### src/rtl/upsample_pkg.sv
// Shared state encoding, mode constants and the 2x2 block packing rule for the
// upsample stream scheduler.
package upsample_pkg;

    typedef enum logic [1:0] {
        IDLE  = 2'd0,
        RUN   = 2'd1,
        DRAIN = 2'd2,
        DONE  = 2'd3
    } state_e;

    localparam logic MODE_REPL = 1'b0;
    localparam logic MODE_ZINS = 1'b1;

    // Word layout {p11, p10, p01, p00}: byte0 is the top-left output pixel.
    function automatic logic [31:0] pack_2x2(input logic mode, input logic [7:0] d);
        logic [31:0] w;
        w = {d, d, d, d};
        case (mode)
            MODE_REPL: w = {d, d, d, d};
            MODE_ZINS: w = {24'h0, d};
            default:   w = {d, d, d, d};
        endcase
        return w;
    endfunction

endpackage

### src/rtl/upsample_obuf.sv
// Two-entry output FIFO holding packed 2x2 words; simultaneous push and pop allowed.
module upsample_obuf #(
    parameter int W = 32
) (
    input  logic         clk,
    input  logic         rstn,
    input  logic         push_i,
    input  logic [W-1:0] din_i,
    input  logic         pop_i,
    output logic [W-1:0] dout_o,
    output logic         vld_o,
    output logic [1:0]   occ_o
);

    logic [W-1:0] ent0_q, ent1_q;
    logic         wr_sel_q, rd_sel_q;
    logic [1:0]   cnt_q;

    always_ff @(posedge clk or negedge rstn) begin
        if (!rstn) begin
            ent0_q   <= '0;
            ent1_q   <= '0;
            wr_sel_q <= 1'b0;
            rd_sel_q <= 1'b0;
            cnt_q    <= 2'd0;
        end else begin
            if (push_i) begin
                if (wr_sel_q) ent1_q <= din_i;
                else          ent0_q <= din_i;
                wr_sel_q <= ~wr_sel_q;
            end
            if (pop_i) rd_sel_q <= ~rd_sel_q;
            cnt_q <= cnt_q + {1'b0, push_i} - {1'b0, pop_i};
        end
    end

    assign dout_o = rd_sel_q ? ent1_q : ent0_q;
    assign vld_o  = (cnt_q != 2'd0);
    assign occ_o  = cnt_q;

endmodule

### src/rtl/upsample_stream_sched.sv
// Frame sequencer: raster reads from the feature-map buffer, packs each pixel
// into a 2x2 block word and streams it out under valid/ready.
//   state | meaning
//   IDLE  | waiting for start; cfg_mode latched on accept
//   RUN   | issuing reads while output credit allows
//   DRAIN | all reads issued; waiting for the last word to handshake
//   DONE  | one-cycle done pulse, frame counter bumped
module upsample_stream_sched
    import upsample_pkg::*;
#(
    parameter int WI     = 32,
    parameter int WIDTH  = 128,
    parameter int HEIGHT = 128,
    parameter int ADDR_W = $clog2(WIDTH*HEIGHT)
) (
    input  logic              clk,
    input  logic              rstn,
    input  logic              start,
    input  logic              cfg_mode,
    output logic              busy,
    output logic              done,
    output logic              mem_rd_en,
    output logic [ADDR_W-1:0] mem_addr,
    input  logic [7:0]        mem_rd_data,
    output logic              out_vld,
    input  logic              out_rdy,
    output logic [WI-1:0]     out_din,
    output logic [15:0]       frame_cnt
);

    localparam int                NPIX      = WIDTH * HEIGHT;
    localparam logic [ADDR_W-1:0] LAST_ADDR = ADDR_W'(NPIX - 1);
    localparam logic [ADDR_W:0]   LAST_WORD = (ADDR_W + 1)'(NPIX - 1);

    state_e            state_q;
    logic              mode_q;
    logic              busy_q;
    logic              done_q;
    logic              inflight_q;
    logic [ADDR_W-1:0] rd_ptr_q;
    logic [ADDR_W:0]   sent_cnt_q;
    logic [15:0]       frame_cnt_q;

    logic [1:0]    occ;
    logic          pop;
    logic          rd_en;
    logic [2:0]    credit_use;
    logic [WI-1:0] packed_word;

    assign pop = out_vld & out_rdy;
    // A word leaving this cycle frees its slot before the next read's data lands.
    assign credit_use  = {1'b0, occ} + {2'b0, inflight_q} - {2'b0, pop};
    assign rd_en       = (state_q == RUN) && (credit_use < 3'd2);
    assign packed_word = WI'(pack_2x2(mode_q, mem_rd_data));

    upsample_obuf #(.W(WI)) u_obuf (
        .clk    (clk),
        .rstn   (rstn),
        .push_i (inflight_q),
        .din_i  (packed_word),
        .pop_i  (pop),
        .dout_o (out_din),
        .vld_o  (out_vld),
        .occ_o  (occ)
    );

    always_ff @(posedge clk or negedge rstn) begin
        if (!rstn) begin
            state_q     <= IDLE;
            mode_q      <= MODE_REPL;
            busy_q      <= 1'b0;
            done_q      <= 1'b0;
            inflight_q  <= 1'b0;
            rd_ptr_q    <= '0;
            sent_cnt_q  <= '0;
            frame_cnt_q <= 16'd0;
        end else begin
            inflight_q <= rd_en;
            done_q     <= 1'b0;
            if (pop) sent_cnt_q <= sent_cnt_q + (ADDR_W + 1)'(1);
            case (state_q)
                IDLE: begin
                    if (start) begin
                        mode_q     <= cfg_mode;
                        rd_ptr_q   <= '0;
                        sent_cnt_q <= '0;
                        busy_q     <= 1'b1;
                        state_q    <= RUN;
                    end
                end
                RUN: begin
                    if (rd_en) begin
                        rd_ptr_q <= rd_ptr_q + ADDR_W'(1);
                        if (rd_ptr_q == LAST_ADDR) state_q <= DRAIN;
                    end
                end
                DRAIN: begin
                    if (pop && (sent_cnt_q == LAST_WORD)) begin
                        done_q      <= 1'b1;
                        busy_q      <= 1'b0;
                        frame_cnt_q <= frame_cnt_q + 16'd1;
                        state_q     <= DONE;
                    end
                end
                DONE: begin
                    state_q <= IDLE;
                end
                default: state_q <= IDLE;
            endcase
        end
    end

    assign busy      = busy_q;
    assign done      = done_q;
    assign mem_rd_en = rd_en;
    assign mem_addr  = rd_ptr_q;
    assign frame_cnt = frame_cnt_q;

endmodule
### config.mk
export PLATFORM = sky130hd
export DESIGN_NAME = upsample_stream_sched
export DESIGN_NICKNAME = d
export VERILOG_FILES = /design/src/rtl/upsample_pkg.sv /design/src/rtl/upsample_obuf.sv /design/src/rtl/upsample_stream_sched.sv
export SDC_FILE = /design/constraint.sdc
export NUM_CORES = 1
export LEC_CHECK = 0
export ABC_AREA = 1
export CORE_ASPECT_RATIO = 1.5
export CORE_MARGIN = 1
export CORE_UTILIZATION = 64
export DETAILED_ROUTE_END_ITERATION = 8
export DONT_BUFFER_PORTS = 1
export PLACE_DENSITY = 0.87
export SYNTH_ARGS = -nofsm -noshare
export SYNTH_HDL_FRONTEND = slang
export SYNTH_SLANG_ARGS = --single-unit
### constraint.sdc
create_clock -name clk -period 2.7 [get_ports clk]
set_input_delay 0.27 -clock clk [delete_from_list [all_inputs] [get_ports clk]]
set_output_delay 0.27 -clock clk [all_outputs]
set_load 0.1 [all_outputs]
* Yosys cells after proc, flatten, opt, wreduce, memory -nomap -nowiden
Cells that the tools add are included.
Operators by class: equal/unequal tests 9, shift operators 0, reductions and logical operators 13, muxes and demuxes 18, magnitude comparators 1, multipliers 0, $add $sub $neg 7, divide/modulo/power cells 0, bitwise gates (word level) 4
Operators with widths (count):
- 32-bit one-hot mux with 2 select lines | 1
- 15-bit 2-to-1 mux | 3
- 32-bit 2-to-1 mux | 1
- 14-bit 2-to-1 mux | 2
- 14-bit one-hot mux with 2 select lines | 1
- 16-bit by 1-bit adder with 16-bit output, second input constant | 1
- 15-bit by 1-bit adder with 15-bit output, second input constant | 1
- 15-bit by 14-bit equality test with 1-bit output, second input constant | 1
- 14-bit by 1-bit adder with 14-bit output, second input constant | 1
- 14-bit equality test, second input constant | 1
- 2-bit 2-to-1 mux | 4
- 2-bit one-hot mux with 4 select lines | 1
- 2-bit AND reduction | 4
- 2-bit != test, second input constant | 3
- 3-bit AND reduction | 2
- 2-bit nonzero test | 3
- 2-bit equality test, second input constant | 2
- 1-bit 2-to-1 mux | 4
- 4-bit AND reduction | 1
- 2-bit by 1-bit adder with 3-bit output | 1
- 3-bit by 2-bit less-than comparator with 1-bit output, second input constant | 1
- 1-bit NOT | 3
- 3-bit by 1-bit subtractor with 3-bit output | 1
- 2-bit by 1-bit adder with 2-bit output | 1
- other kinds (7) | 8
Word-level totals: bits in writable memories 0, memories kept 0, output and inout bits 66, word-level logic and storage cells 65, bits in latches 0, register bits after elaboration 119, input bits 13, bits in read-only memories 0

* Depth between registers and ports, before layout
depth in word-level cells 7, gate-level depth with buffers 14, gate-level depth less buffers 14

* Hierarchy
Synthesis repeated with hierarchy kept, for this count alone.
Unflattened totals: cells, all modules 787, area, all modules 6055.8 um^2
By module, submodules not included:
- upsample_stream_sched | times used 1, cells an instance 425, seq. area each 1276.2 um^2, area each 3074.2 um^2
- upsample_obuf | times used 1, cells an instance 362, seq. area each 1701.6 um^2, area each 2981.6 um^2

* Worst setup path before layout
No wires, ideal clock.
path type reg-to-output, start register u_obuf.rd_sel_q, end output out_din[19], arrival 3.491 ns, setup slack -1.061 ns, cell stages (with the launch flop) 5, required time 2.430 ns, buffers on the path 3, path through dfrtp_1 clkbuf_1 clkbuf_1 o21ai_0 buf_4
On the way: cells in the longest elaborated chain, start to end 1
Ends and longest elaborated chain:
- start, declared | line upsample_obuf.sv:16 | logic wr_sel_q, rd_sel_q;
- start signal, assigned | line upsample_obuf.sv:32 | if (pop_i) rd_sel_q <= ~rd_sel_q;
- 32-bit 2-to-1 mux | line upsample_obuf.sv:37 | assign dout_o = rd_sel_q ? ent1_q : ent0_q;
- end, declared | line upsample_stream_sched.sv:27 | output logic [WI-1:0] out_din,
Every way passes these cells.

* Worst setup path after layout
start register u_obuf.cnt_q[1], in the netlist u_obuf.occ_o[1], end output mem_rd_en
On the way: cells in the longest elaborated chain, start to end 5, elaborated cells between the ends (all ways) 6, those cells by class add/sub (2); order compare (1); bitwise (1); reduce/logical (2)
Ends and longest elaborated chain:
- start, declared | line upsample_obuf.sv:17 | logic [1:0] cnt_q;
- start signal, assigned | line upsample_obuf.sv:33 | cnt_q <= cnt_q + {1'b0, push_i} - {1'b0, pop_i};
- branches (longest 2 deep; another with 2-bit by 1-bit adder with 3-bit output)
- 3-bit by 1-bit subtractor with 3-bit output (*) | line upsample_stream_sched.sv:52 | assign credit_use = {1'b0, occ} + {2'b0, inflight_q} - {2'b0, pop};
- net credit_use[1] | line upsample_stream_sched.sv:47 | logic [2:0] credit_use;
- 3-bit by 2-bit less-than comparator with 1-bit output (*) | line upsample_stream_sched.sv:53 | assign rd_en = (state_q == RUN) && (credit_use < 3'd2);
- 1-bit logical AND (*) | line upsample_stream_sched.sv:53
- end, declared | line upsample_stream_sched.sv:22 | output logic mem_rd_en,
Mark *: on every way through the listed nets, which the timed path passes.

==> results.md <==
* Status: finished, violations left
* Violated checks: setup timing
* Worst min-delay path class: input pin to flop
* Critical-path cell list: nor2_4 > nor2_4 > ha_4 > inv_2 > ha_4 > fa_1 > a21oi_2 > nand2_2 > nor2_4 > buf_12
* Fillers at between 400 and 500
* Layout cells sized above 1 at a little under a fifth
* Syn nets at about 630
* MaxCap Viol Count at 0
* Global-route wire length before repair at roughly 18 mm
* WP buf/inv at 2
* Met2 usage at a little over half
* Final net count at 673
* GRT busiest layer: met2
* Critical Path Start: u_obuf.occ_o[1]
* RSZ-0062 raised after global routing: yes
* Share of synthesized area occupied by flip-flops and latches at between 40% and 50%
* GRT met1 Usage at around a third
* Total Routing Usage GR at approximately 29%
* GRT overflow at 0
* CP Data Required Time at 2.43 ns
* Max Transition Viols Final at 0
* Post-DRT Antenna Nets at 0
* Fmax at between 300 and 400 MHz
* Syn_area_per_cell at roughly 8 sq um
* CTS H-tree lvls at 3
* Initial antenna violation count at 0
* Tcrit/Tclk final at 102%
* Routed WL at 10.6 mm
* Critical-path top delay cell: fa_1
* Setup violations, final at 3
* N_diodes at 0
* CP max FO at 2
* Root Driver: clkbuf_8
* DRT iter0 DRCs at about 170
* Max clock buf depth at 2
* Post-synthesis cell area at 4710 sq um
* Fin Setup TNS at -0.0804 ns
* Clock-pin transition on the worst setup and hold timing paths at 0.09 ns
* CTS Buf Count at 9
* Hpwl dp at around 7.5 mm
* Vias in the first global route at around 4000
* Placeable Area at ~7000 sq um
* Layout Utilization at roughly four fifths
* Clk sinks at just under 90
* Minimum clock period at roughly 2.8 ns
* First-pass iteration count of the detailed router at 5
* CTS tree: yes
* Die ar. at 7720 sq um
* Row count at 38
* Worst setup EP type: output port
* Input/output buffers at 0
* Starting density of the core at 65.7%
* Avg WL per Cell at about 14 um
* Area Growth Syn to Fin at 18.8%
* Critical Path Max Stage Delay at roughly 0.5 ns
* Post-synth cell types at 33
* Critical path class: flop to output port
* GR Layer Usage met3 at approximately 6.5%
* Yosys reg bits at 87
* Vias/cell at roughly 5.4
* Crit start category: flop
* Post-route cell area at ~5600 sq um
* Final Worst Setup Slack at -0.0612 ns
* Cells after Synth at between 600 and 700
* Min-delay src: cfg_mode
* CP Data Arrival Time at between 2 and 2.5 ns
* Final hold vios at 0
* Setup Skew at 0.0108 ns
* GP Congestion at between 0.8 and 0.9
* Worst-margin pin slew at 0.949 ns
* Slew HR at a little under two fifths
* Critical Path Most Common Cell: nor2_4
* DR DRC count at 0
* Largest net degree at the start of global routing at about 90
* Die Ht at between 100 and 150 um
* Placed Area at 5290 sq um
* Clk_lat worst skew at around 0.37 ns
* Die width at a little over 70 um
* CP top delay family: adder cells
* Routed via count at 4037
* Ports at ~80
* Ys Warns at 0
* Reg2reg start: u_obuf.occ_o[1]
cells in the final DEF, fill, tap and decap left out:
cell	count
nand2_1	191
dfrtp_1	87
inv_1	64
buf_4	55
nor2_1	52
o21ai_0	45
nand3_1	35
xor2_1	13
o21ai_4	9
clkbuf_8	9
buf_12	9
o21ai_1	8
nand4_1	8
nor2_4	7
ha_1	7
xnor2_1	6
a21oi_1	6
nand2_2	5
nor2_2	4
nor3_1	4
o21bai_1	3
clkinvlp_4	3
nand3_4	2
a21oi_2	2
o21ai_2	2
nand3b_1	2
ha_4	2
clkinv_2	2
clkinv_1	1
inv_2	1
and3_1	1
nand2_4	1
nor3_4	1
clkinv_4	1
o21bai_4	1
or2_2	1
fa_1	1
bufinv_16	1
buf_16	1
dlygate4sd3_1	1
flip-flops by register name (all words and copies together), names as in the netlist:
name and count:
state_q 2, u_obuf.occ_o 2, u_obuf.wr_sel_q 1, sent_cnt_q 15, done 1, u_obuf.rd_sel_q 1, u_obuf.ent0_q 16, u_obuf.ent1_q 16
frame_cnt 16, inflight_q 1, mode_q 1, mem_addr 14, busy 1
metrics by stage:
stage	std cells	worst slack, ns	hold WS, ns
finish	754	-0.0612	0.0149
global route	754	-0.107	0.0186
CTS	753	-0.0128	0.00737
detailed placement	732	-0.0383	-0.0240
global placement	732	0.168	-0.0237
floorplan	602	-0.865	-0.0256
layout make-up:
| cell class | count | area, sq um | share of cell area (%) |
|---|---|---|---|
| Clock buffer | 9 | 124 | 2.21 |
| Tap cell | 100 | 125 | 2.23 |
| Sequential cell | 87 | 2180 | 38.9 |
| Clock inverter | 6 | 62.6 | 1.12 |
| Multi-Input combinational cell | 419 | 2220 | 39.7 |
| Inverter | 67 | 256 | 4.58 |
| Timing Repair Buffer | 66 | 631 | 11.3 |
synth_stat cells (all sizes together):
cell type,instances,area (sq um)
nor3,5,36.3
xnor2,6,52.6
and3,1,6.26
or2,1,6.26
buf,19,163
fa,1,20.0
dfrtp,87,2180
inv,65,244
nand4,8,50.1
ha,9,113
o21bai,4,41.3
nor2,63,284
nand3b,2,15.0
nand2,197,757
xor2,13,114
a21oi,8,43.8
nand3,37,210
clkinv,2,12.5
o21ai,64,332
clkbuf,10,37.5
timing repair:
item	4_1_cts	5_1_grt
hold buffers	2	0
endpoints found under the setup margin	11	16
setup buffers	4	1
resized for setup	7	2
hold endpoints to repair	87	0
pin swaps	3	3
cell families after synthesis:
kind of cell	count (synthesis)	synth area share, %
buffers and inverters	96	9.69
AND/OR/NAND/NOR	314	29.0
adder cells (fa/ha/maj)	10	2.81
flip-flops	87	46.2
AO/OA/AOI/OAI	76	8.84
XOR/XNOR	19	3.53
path summary, 6_finish.rpt:
| path | end | slack (ns) | cells after the start |
|---|---|---|---|
| worst max-delay path | mem_rd_en | -0.06 | 10 |
| worst min-delay path | mode_q | 0.01 | 2 |
| worst max register to register | mem_addr[13] | -0.01 | 13 |
| worst min register to register | u_obuf.ent1_q[27] | 0.48 | 2 |
| max in group asynchronous | frame_cnt[8] | 1.89 | 2 |
| min in group asynchronous | u_obuf.ent0_q[0] | 0.46 | 2 |
metal layers:
metal  vias to the layer above  wire [um]
met1                      1917       4080
met5                         -          0
met3                        26        463
li1                       1974          -
met2                       120       5750
met4                         0        340
Power is left out: the tool's default activity adds up to more than one toggle a clock period on the data nets, which glitch-free logic cannot reach.
